$ cat src/rtl/micro_seq.sv
// micro_seq: microprogram sequencer. Owns the micro-PC, fetches words from a
// one-cycle synchronous microcode ROM, issues them to the decoder, resolves
// two-word conditional branches against the ALU flags and stops on a halt word.
module micro_seq #(
    parameter int AW = 6
) (
    input  logic          clk,
    input  logic          rst,
    input  logic          start,
    input  logic          stall,
    output logic [AW-1:0] rom_addr,
    input  logic [8:0]    rom_data,
    input  logic          flag_z,
    input  logic          flag_c,
    input  logic          flag_n,
    output logic [8:0]    ms_m,
    output logic          ms_valid,
    output logic          busy,
    output logic          done
);

    typedef enum logic [2:0] {
        IDLE,
        FETCH,
        ISSUE,
        TARGET,
        TLOAD
    } state_t;

    localparam logic [AW-1:0] ONE = AW'(1);
    localparam logic [AW-1:0] TWO = AW'(2);

    state_t        state_q;
    state_t        state_d;
    logic [AW-1:0] upc_q;
    logic [AW-1:0] upc_d;
    logic [AW-1:0] addr_d;
    logic [8:0]    ms_m_d;
    logic          valid_d;
    logic          done_d;
    logic          taken;
    logic [2:0]    opcode;
    logic [2:0]    cond;

    assign opcode = rom_data[8:6];
    assign cond   = rom_data[2:0];
    assign busy   = (state_q != IDLE);

    // Evaluate the branch condition in field B against the live ALU flags
    always_comb begin
        taken = 1'b0;
        case (cond)
            3'b001:  taken = 1'b1;
            3'b010:  taken = flag_z;
            3'b011:  taken = ~flag_z;
            3'b100:  taken = flag_c;
            3'b101:  taken = ~flag_c;
            3'b110:  taken = flag_n;
            default: taken = 1'b0;
        endcase
    end

    // Next-state, next-PC and next-output logic; outputs idle to NOP by default
    always_comb begin
        state_d = state_q;
        upc_d   = upc_q;
        addr_d  = rom_addr;
        ms_m_d  = 9'h000;
        valid_d = 1'b0;
        done_d  = 1'b0;
        case (state_q)
            IDLE: begin
                if (start) begin
                    upc_d   = '0;
                    addr_d  = '0;
                    state_d = FETCH;
                end
            end
            FETCH: begin
                state_d = ISSUE;
            end
            ISSUE: begin
                if (!stall) begin
                    if (opcode != 3'b111) begin
                        ms_m_d  = rom_data;
                        valid_d = 1'b1;
                        upc_d   = upc_q + ONE;
                        addr_d  = upc_q + ONE;
                        state_d = FETCH;
                    end else if (cond == 3'b111) begin
                        done_d  = 1'b1;
                        state_d = IDLE;
                    end else if (taken) begin
                        ms_m_d  = rom_data;
                        valid_d = 1'b1;
                        addr_d  = upc_q + ONE;
                        state_d = TARGET;
                    end else begin
                        ms_m_d  = rom_data;
                        valid_d = 1'b1;
                        upc_d   = upc_q + TWO;
                        addr_d  = upc_q + TWO;
                        state_d = FETCH;
                    end
                end
            end
            TARGET: begin
                state_d = TLOAD;
            end
            TLOAD: begin
                upc_d   = rom_data[AW-1:0];
                addr_d  = rom_data[AW-1:0];
                state_d = FETCH;
            end
            default: begin
                state_d = IDLE;
            end
        endcase
    end

    // State, micro-PC and registered outputs; reset overrides everything
    always_ff @(posedge clk) begin
        if (rst) begin
            state_q  <= IDLE;
            upc_q    <= '0;
            rom_addr <= '0;
            ms_m     <= 9'h000;
            ms_valid <= 1'b0;
            done     <= 1'b0;
        end else begin
            state_q  <= state_d;
            upc_q    <= upc_d;
            rom_addr <= addr_d;
            ms_m     <= ms_m_d;
            ms_valid <= valid_d;
            done     <= done_d;
        end
    end

endmodule

$ cat config.mk
export PLATFORM = sky130hd
export DESIGN_NAME = micro_seq
export DESIGN_NICKNAME = d
export VERILOG_FILES = /design/src/rtl/micro_seq.sv
export SDC_FILE = /design/constraint.sdc
export NUM_CORES = 1
export LEC_CHECK = 0
export ABC_AREA = 1
export CAP_MARGIN = 20
export CELL_PAD_IN_SITES_DETAIL_PLACEMENT = 0
export CELL_PAD_IN_SITES_GLOBAL_PLACEMENT = 1
export CORE_MARGIN = 1
export CORE_UTILIZATION = 34
export DETAILED_ROUTE_END_ITERATION = 6
export GPL_TIMING_DRIVEN = 0
export PLACE_DENSITY = 0.87
export SYNTH_ARGS = -nofsm -noshare
export SYNTH_HDL_FRONTEND = slang
export SYNTH_SLANG_ARGS = --single-unit
export TNS_END_PERCENT = 5
$ cat constraint.sdc
create_clock -name clk -period 2 [get_ports clk]
set_clock_uncertainty 0.05 [all_clocks]
set_input_delay 0.3 -clock clk [delete_from_list [all_inputs] [get_ports clk]]
set_output_delay 0.3 -clock clk [all_outputs]
set_load 0.02 [all_outputs]
======== Yosys cells after proc, flatten, opt, wreduce, memory -nomap -nowiden ========
Cells that the tools add are included.
storage, ports and cells
  register bits after elaboration ......... 26
  bits of input ports ..................... 16
  output and inout bits ................... 18
cells by class
  add/sub/neg operators ................... 2
  equal/unequal tests ..................... 16
  multiplexer cells ....................... 23
  bitwise logic cells ..................... 3
  reduce and logical (&&, ||, !) cells .... 8
operator list
  cell                   number
  $mux W6                9
  $pmux W6 S3            2
  $mux W9                2
  $eq A3 B3 Y1 const B   5
  $pmux W3 S5            1
  $eq A3 B2 Y1 const B   4
  $ne A3 B3 Y1 const B   3
  $add A6 B1 Y6 const B  1
  $add A6 B2 Y6 const B  1
  $eq A3 B1 Y1 const B   2
  $mux W2                3
  $mux W3                2
  $pmux W1 S6            1
  $reduce_bool A3 Y1     2
  $reduce_and A5 Y1      1
  $ne A2 B2 Y1 const B   2
  $reduce_and A4 Y1      1
  $reduce_or A4 Y1       1
  $logic_not A3 Y1       1
  $mux W1                3
  $not A1 Y1             3
  $reduce_or A3 Y1       1
  $reduce_and A2 Y1      1

======== Longest topological paths before layout ========
Gate-level depths: netlist of the first run.
  depth after elaboration ................. 7
  depth in mapped cells ................... 11

======== Worst setup path before layout of the first run ========
Ideal clock, no wire load.
  path type ............................... register to register
  from .................................... register state_q[0]
  to ...................................... register upc_q[2]
  setup time .............................. 113 ps
  arrival time ............................ 1230 ps
  slack ................................... 607 ps
  stages on the path, launching flop included .. 10
  path buffers ............................ 1
  clock period less this slack ............ 1393 ps
  cells stage by stage .................... dfxtp_1 > nor3_4 > buf_6 > nand2_4 > a21oi_4 > nand2_4 > clkinv_2 > nand2_1 > nand2_1 > nor2_1
between the ends
  cells in the longest elaborated chain, start to end .. 3
  elaborated cells on any way between the ends .. 10
ends and longest elaborated chain
  item                                            line  text
  start: declaration                              33    state_t state_q;
  start signal: assignment                        131   state_q <= state_d;
  $eq A3 B2 Y1 (tied with other cells)            71    case (state_q)
  $ne A3 B3 Y1 (no line) (tied with other cells)  n/a
  $reduce_and A5 Y1 (no line)                     n/a
  end signal: assignment                          132   upc_q <= upc_d;
  end: declaration                                35    logic [AW-1:0] upc_q;
Several ways; a longest one is shown, not always the timed one.
A chain may end at the register's enable or synchronous reset.

======== Worst setup path after layout of the first run ========
  from .................................... register state_q[0]
  to ...................................... output busy
between the ends
  cells in the longest elaborated chain, start to end .. 1
ends and longest elaborated chain
  item                line  text
  $reduce_bool A3 Y1  47    assign busy = (state_q != IDLE);
  end: declaration    18    output logic busy,
Every way passes these cells.

==> results of run 1 <==
[worst max-delay path, delay by kind of cell, from the launching register on]
family	cells	cell delay, ns
buffers and inverters	1	0.59
DFF	1	0.42
and+or+nand+nor	2	0.17
[stage by stage]
stage                       util  hold WS (ns)  area (µm²)  setup TNS [ns]
after floorplan                -        0.3191        1450               0
after detailed placement  0.4542        0.4258        1843         -0.1731
after CTS                 0.4678        0.4473        1898               0
after global routing      0.4678        0.4618        1898               0
final                     0.4678        0.4449        1898               0
after global placement    0.4542        0.4126        1843         -0.1837
[placed cells by master, fill, tap and decap left out, drive strengths merged]
cell type,count
a21oi,15
a311oi,1
a31oi,1
buf,3
clkbuf,4
clkdlybuf4s50,33
clkinv,2
dfxtp,26
ha,2
inv,29
nand2,52
nand3,18
nand3b,2
nand4,3
nor2,31
nor3,4
o211ai,1
o21ai,15
xor2,6
[final timing paths]
path / end / slack (ns) / cells after the start
hold reg to reg: state_q[2] / 0.44 / 2
hold / removal: state_q[2] / 0.44 / 2
setup / recovery: busy / 0.18 / 3
setup reg to reg: upc_q[1] / 0.35 / 8
[logic make-up (layout without fill, tap and decap cells)]
group,after synthesis,after routing,synth area share
xor+xnor,6,6,0.03624
compound gates,33,33,0.1294
fa+ha+maj,2,2,0.01725
simple gates,110,110,0.3546
buf+inv,34,71,0.1035
flops,26,26,0.3589
[layer usage]
| metal | part of all wire | wire (µm) | up-vias | track usage |
|---|---|---|---|---|
| met5 | 0 | 0 | - | 0 |
| met1 | 0.49 | 1726 | 631 | 0.2289 |
| met4 | 0.021 | 74 | 0 | 0.08245 |
| li1 | - | - | 749 | - |
| met3 | 0.031 | 111 | 5 | 0.03041 |
| met2 | 0.46 | 1638 | 28 | 0.3000 |
[state kept, by name (all words and copies together) (netlist names)]
name / count
done: 1
ms_m: 9
ms_valid: 1
rom_addr: 6
state_q: 3
upc_q: 6
[final cells by class]
| cell class | count | area [µm²] |
|---|---|---|
| multi-input combinational | 151 | 779.5 |
| fill | 424 | 2160 |
| clock buffer | 4 | 55.05 |
| inverter | 31 | 122.6 |
| timing repair buffer | 33 | 330.3 |
| buffer | 3 | 27.53 |
| sequential | 26 | 520.5 |
| tap | 50 | 62.56 |
[power breakdown]
group | total [W] | internal [W] | switching, W
Combinational | 0.000498 | 0.000206 | 0.000292
Clock | 0.000352 | 0.000177 | 0.000175
Sequential | 0.000631 | 0.000577 | 0.0000546
Total | 0.00148 | 0.000960 | 0.000521
==> out/metrics.json, run 1 <==
{
  "critical_path": {
    "crit_path_max_incr_delay_ns": 0.59,
    "cp_max_fo": 4,
    "critical_path_data_arrival_time_ns": 1.47,
    "startpoint_type": "flop",
    "cpMaxStageDelayCell": "clkdlybuf4s50_1",
    "crit_path_cell_trace": "nor2_1 > nand2_1 > clkdlybuf4s50_1",
    "worst-endpoint-required_ns": 1.65,
    "end_kind": "primary output",
    "crit_start": "state_q[0]",
    "kind_of_critical_path": "flop to primary output",
    "timing.rr.start": "state_q[1]"
  },
  "grt": {
    "first_global_vias": 1340,
    "grt_start_max_net_pins": 15,
    "grt_util_all_layers": 0.1816,
    "grt_pass1_wl_um": 6023,
    "grt_antenna_before_repair": 0,
    "overflow": 0
  },
  "clock_tree": {
    "worstSkewPairLatency_ns": 0.28,
    "post_cts_hold_buffer_count": 0,
    "cts.sink_count": 26,
    "cts-resized-gates": 0,
    "numCtsBuffers": 3,
    "max-clock-path-buffers": 2,
    "path_clk_slew_ns": 0.09,
    "setup_repair_bufs_after_cts": 0,
    "htreeDepth": 1,
    "cts.root.buffer_cell": "clkbuf_8",
    "cts_tree": "done"
  },
  "placement": {
    "dp_hpwl_um": 2770,
    "placement.io_buffers": 33,
    "globalplace.congestion": 0.8632,
    "dp.cells": 294,
    "dp_worst_setup_slack_ns": -0.08934
  },
  "detailed_routing": {
    "first_pass_iters": 5,
    "via_count_of_the_routed_design": 1413,
    "number_of_remaining_drc_errors": 0,
    "drt-wirelength-per-cell_um": 11.92,
    "antenna_left": 0,
    "drt-vias-per-instance": 4.742,
    "first_iter_violations": 83,
    "drt_wl_total_um": 3551
  },
  "hold_path": {
    "min_from": "state_q[1]",
    "worst_hold_path_type": "flop to flop"
  },
  "logic_synthesis": {
    "synth-seq-area-share": 0.3589,
    "synth.cell_area_um2": 1450,
    "synth_cell_type_count": 28,
    "syn_nets": 229,
    "ys_async_sr_fraction": 0,
    "synth-warning-count": 0,
    "synth_top_area_cell": "dfxtp_1",
    "yosys_register_bits": 26,
    "postSynthAreaPerCell_um2": 6.873,
    "synth-main-ff-cell": "dfxtp_1",
    "synth_enable_flop_cells": 0,
    "synth_top_area_share": 0.3589,
    "synth.area.top_cells": "dfxtp_1 (36%), nand2_1 (12%), nor2_1 (8.0%)",
    "synthesis.instances": 211,
    "synth.cells.most_frequent": "nand2_1 (48), nor2_1 (31), dfxtp_1 (26), inv_1 (26), nand3_1 (16)",
    "synthMostInstantiatedCell": "nand2_1"
  },
  "final_layout": {
    "num-nets-final": 267,
    "diodes": 0,
    "synthToLayoutAreaGrowth_pct": 30.89,
    "stdcell_count": 298,
    "ratio_of_cells_with_drive_above_1_in_the_final_layout": 0.08871
  },
  "pwr": {
    "power.total_w": 0.001481,
    "leakagePower_nw": 0.8573,
    "ir_worst_vdd_v": 0.0003372,
    "cellPowerDensity_nw_per_um2": 780.4
  },
  "floorplan": {
    "starting_density": 0.3574,
    "fp.dieH_um": 67.31,
    "core-area_um2": 4058,
    "dieArea_um2": 4530,
    "rows": 23,
    "die-width_um": 67.31,
    "boundaryPins": 34
  },
  "sta": {
    "max_slew_margin": 0.7619,
    "fraction_of_the_cycle_the_final_worst_path_needs": 0.9094,
    "finalSetupViolCount": 0,
    "timing_hold_violations_final": 0,
    "unrepaired_setup_endpoints_after_global_routing": "no",
    "slew_at_the_pin_with_the_worst_max_slew_slack_ns": 0.3561,
    "achievable-frequency_mhz": 549.8,
    "fin_crit_ns": 1.819,
    "setup_ws_ns": 0.1813,
    "drv_slew": 0
  },
  "run": {
    "max_cap_viol": 0
  },
  "status": {
    "status": "finished, final reports clean"
  }
}
(Power assumes the default switching activity.)
==> run 2, diff against run 1 <==
- CORE_ASPECT_RATIO: not set -> 2
- TNS_END_PERCENT: 5 -> 20
==> run 2 against run 1 <==
Net effect:
- design area rose by 0.99%
- non-clock buffer count is the same
- routed wire length increased by 11%
- maximum frequency decreased by 0.26%
- largest power group unchanged
- clock power increased by 26%
- global-route usage increased by 1.7 points
- core utilization is 0.12 points higher
- cell count rose by 0.67%
==> out/metrics.json, run 2 (same netlist as run 1, synthesis figures left out) <==
{
  "clock_tree": {
    "cts_tree": "done",
    "cts.root.buffer_cell": "clkbuf_8",
    "htreeDepth": {"value": 1, "change": "unchanged"},
    "max-clock-path-buffers": {"value": 2, "change": "unchanged"},
    "post_cts_hold_buffer_count": {"value": 0, "change": "unchanged"},
    "setup_repair_bufs_after_cts": {"value": 0, "change": "unchanged"},
    "path_clk_slew": {"value": 0.10, "unit": "ns", "change": "about the same"},
    "worstSkewPairLatency": {"value": 0.28, "unit": "ns", "change": "about the same"},
    "cts-resized-gates": {"value": 0, "change": "unchanged"},
    "numCtsBuffers": {"value": 3, "change": "unchanged"},
    "cts.sink_count": {"value": 26, "change": "unchanged"}
  },
  "floorplan": {
    "die-width": {"value": 48.18, "unit": "µm", "change": "-28%"},
    "fp.dieH": {"value": 94.36, "unit": "µm", "change": "+40%"},
    "rows": {"value": 33, "change": "+43%"},
    "core-area": {"value": 4088, "unit": "µm²", "change": "+0.74%"},
    "dieArea": {"value": 4546, "unit": "µm²", "change": "+0.36%"},
    "boundaryPins": {"value": 34, "change": "unchanged"},
    "starting_density": {"value": 0.3548, "change": "-0.002625"}
  },
  "sta": {
    "slew_at_the_pin_with_the_worst_max_slew_slack": {"value": 0.4191, "unit": "ns", "change": "+0.06302 ns"},
    "whs": {"value": 0.4406, "unit": "ns", "change": "-0.004320 ns"},
    "unrepaired_setup_endpoints_after_global_routing": "no",
    "achievable-frequency": {"value": 548.4, "unit": "MHz", "change": "-0.26%"},
    "finalSetupViolCount": {"value": 0, "change": "unchanged"},
    "fraction_of_the_cycle_the_final_worst_path_needs": {"value": 0.9117, "change": "+0.002372"},
    "max_slew_margin": {"value": 0.7198, "change": "-0.04213"},
    "fin_crit": {"value": 1.823, "unit": "ns", "change": "+0.004745 ns"},
    "timing_hold_violations_final": {"value": 0, "change": "unchanged"},
    "totalNegativeSetupSlack": {"value": 0, "unit": "ns", "change": "unchanged"},
    "drv_slew": {"value": 0, "change": "unchanged"}
  },
  "critical_path": {
    "worst-endpoint-required": {"value": 2.12, "unit": "ns", "change": "+0.47 ns"},
    "startpoint_type": "primary input",
    "critical_path_data_arrival_time": {"value": 1.95, "unit": "ns", "change": "+0.48 ns"},
    "kind_of_critical_path": "primary input to flop",
    "cp_max_fo": {"value": 8, "change": "+4"},
    "end_kind": "flop"
  },
  "final_layout": {
    "reg_top3": "ms_m (9), rom_addr (6), upc_q (6)",
    "ratio_of_cells_with_drive_above_1_in_the_final_layout": {"value": 0.08871, "change": "unchanged"},
    "post-route-cell-area": {"value": 1917, "unit": "µm²", "change": "+0.99%"},
    "num-nets-final": {"value": 267, "change": "unchanged"},
    "final_cell_mix": "nand2_1 (48), clkdlybuf4s50_1 (33), nor2_1 (31), inv_1 (26), dfxtp_1 (26)",
    "max_flop_register": "ms_m",
    "diodes": {"value": 0, "change": "unchanged"},
    "synthToLayoutAreaGrowth_pct": 32.18,
    "final_core_util": {"value": 0.4689, "change": "+0.001155"},
    "largest_reg_flops": {"value": 9, "change": "unchanged"},
    "mostFrequentLayoutCell": "nand2_1"
  },
  "placement": {
    "placement.io_buffers": {"value": 33, "change": "unchanged"},
    "dp_hpwl": {"value": 3082, "unit": "µm", "change": "+11%"},
    "placed_cell_area": {"value": 1846, "unit": "µm²", "change": "+0.14%"},
    "globalplace.congestion": {"value": 0.8716, "change": "+0.97%"}
  },
  "grt": {
    "first_global_vias": {"value": 1476, "change": "+10%"},
    "grt_util_all_layers": {"value": 0.1987, "change": "+0.01714"},
    "overflow": {"value": 0, "change": "unchanged"},
    "grt_start_max_net_pins": {"value": 16, "change": "+1"},
    "grt_antenna_before_repair": {"value": 0, "change": "unchanged"},
    "grt_pass1_wl": {"value": 6479, "unit": "µm", "change": "+7.6%"}
  },
  "detailed_routing": {
    "drt_wl_total": {"value": 3959, "unit": "µm", "change": "+11%"},
    "antenna_left": {"value": 0, "change": "unchanged"},
    "number_of_remaining_drc_errors": {"value": 0, "change": "unchanged"},
    "drt-wirelength-per-cell": {"value": 13.20, "unit": "µm", "change": "+11%"},
    "first_pass_iters": {"value": 4, "change": "-1"},
    "via_count_of_the_routed_design": {"value": 1450, "change": "+2.6%"},
    "first_iter_violations": {"value": 35, "change": "-58%"},
    "drt-vias-per-instance": {"value": 4.833, "change": "+1.9%"}
  },
  "pwr": {
    "power.sequential.fraction": {"value": 0.399, "change": "-0.027"},
    "switching_share": {"value": 0.3368, "change": "-0.01521"},
    "share_clk_of_total_power": {"value": 0.281, "change": "+0.044"},
    "power.total": {"value": 0.001585, "unit": "W", "change": "+7.0%"},
    "comb_power_share": {"value": 0.320, "change": "-0.016"},
    "cellPowerDensity": {"value": 827.1, "unit": "nW/µm²", "change": "+6.0%"},
    "p_int": {"value": 0.001052, "unit": "W", "change": "+9.5%"},
    "leakagePower": {"value": 0.8642, "unit": "nW", "change": "+0.81%"},
    "p_switching": {"value": 0.0005340, "unit": "W", "change": "+2.4%"},
    "ir_worst_vdd": {"value": 0.0004971, "unit": "V", "change": "+47%"}
  },
  "status": {
    "status": "finished, final reports clean"
  },
  "hold_path": {
    "worst_hold_path_type": "flop to flop"
  },
  "run": {
    "max_cap_viol": {"value": 0, "change": "unchanged"}
  }
}
[run 2: cell count changes in the layout (fill, tap and decap cells not counted), sizes merged]
cell	change
bufinv	+1
clkbuf	-1
[run 2: layout make-up]
type                       instances  area, µm²
fill                             433       2171
multi-input combinational        151      779.5
sequential                        26      520.5
timing repair buffer              33      330.3
inverter                          31      122.6
tap                               52      65.06
clock buffer                       3      41.29
clock inverter                     1      30.03
buffer                             3      27.53
[run 2: path summary, 6_finish.rpt]
check,end,start,depth (start not counted),slack (ns)
min,state_q[2],state_q[1],2,0.44
max reg2reg,upc_q[2],state_q[0],9,0.33
min reg2reg,state_q[2],state_q[1],2,0.44
max,upc_q[0],rom_data[1],10,0.18
[run 2: worst max-delay path, cell delays in order]
cell and delay, ns:
clkdlybuf4s50_1 0.56, nand2_1 0.15, nor2_1 0.19, nand2_1 0.16
nand2_4 0.10, nand2_1 0.06, nand2_2 0.17, nor2_1 0.06
o21ai_0 0.15, nor2_1 0.05
[run 2: through the flow]
stage / setup WS (ns) / std cells
3_5_place_dp: -0.1220 / 296
4_1_cts: 0.1609 / 300
6_report: 0.1765 / 300
5_1_grt: 0.04078 / 300
3_3_place_gp: -0.1061 / 296
2_1_floorplan: 0.6073 / 211
[run 2: power groups by stage]
stage               registers [W]  clock network (W)  logic (W)
floorplan                0.000666                  0   0.000304
global placement         0.000645                  0   0.000505
detailed placement       0.000644                  0   0.000508
CTS                      0.000632           0.000456   0.000511
global route             0.000642           0.000477   0.000569
finish                   0.000633           0.000445   0.000508
[run 2: per-layer routing]
layer | up-vias | GRT usage | routed length [µm]
li1 | 746 | - | -
met1 | 664 | 0.2169 | 1557
met2 | 27 | 0.3411 | 2124
met3 | 13 | 0.01721 | 83
met4 | 0 | 0.1181 | 193
met5 | - | 0 | 0
==> run 3, diff against run 2 <==
- CORE_ASPECT_RATIO: 2 -> not set
==> results of run 3 <==
Final layout, timing and power as in run 1 (identical DEF).
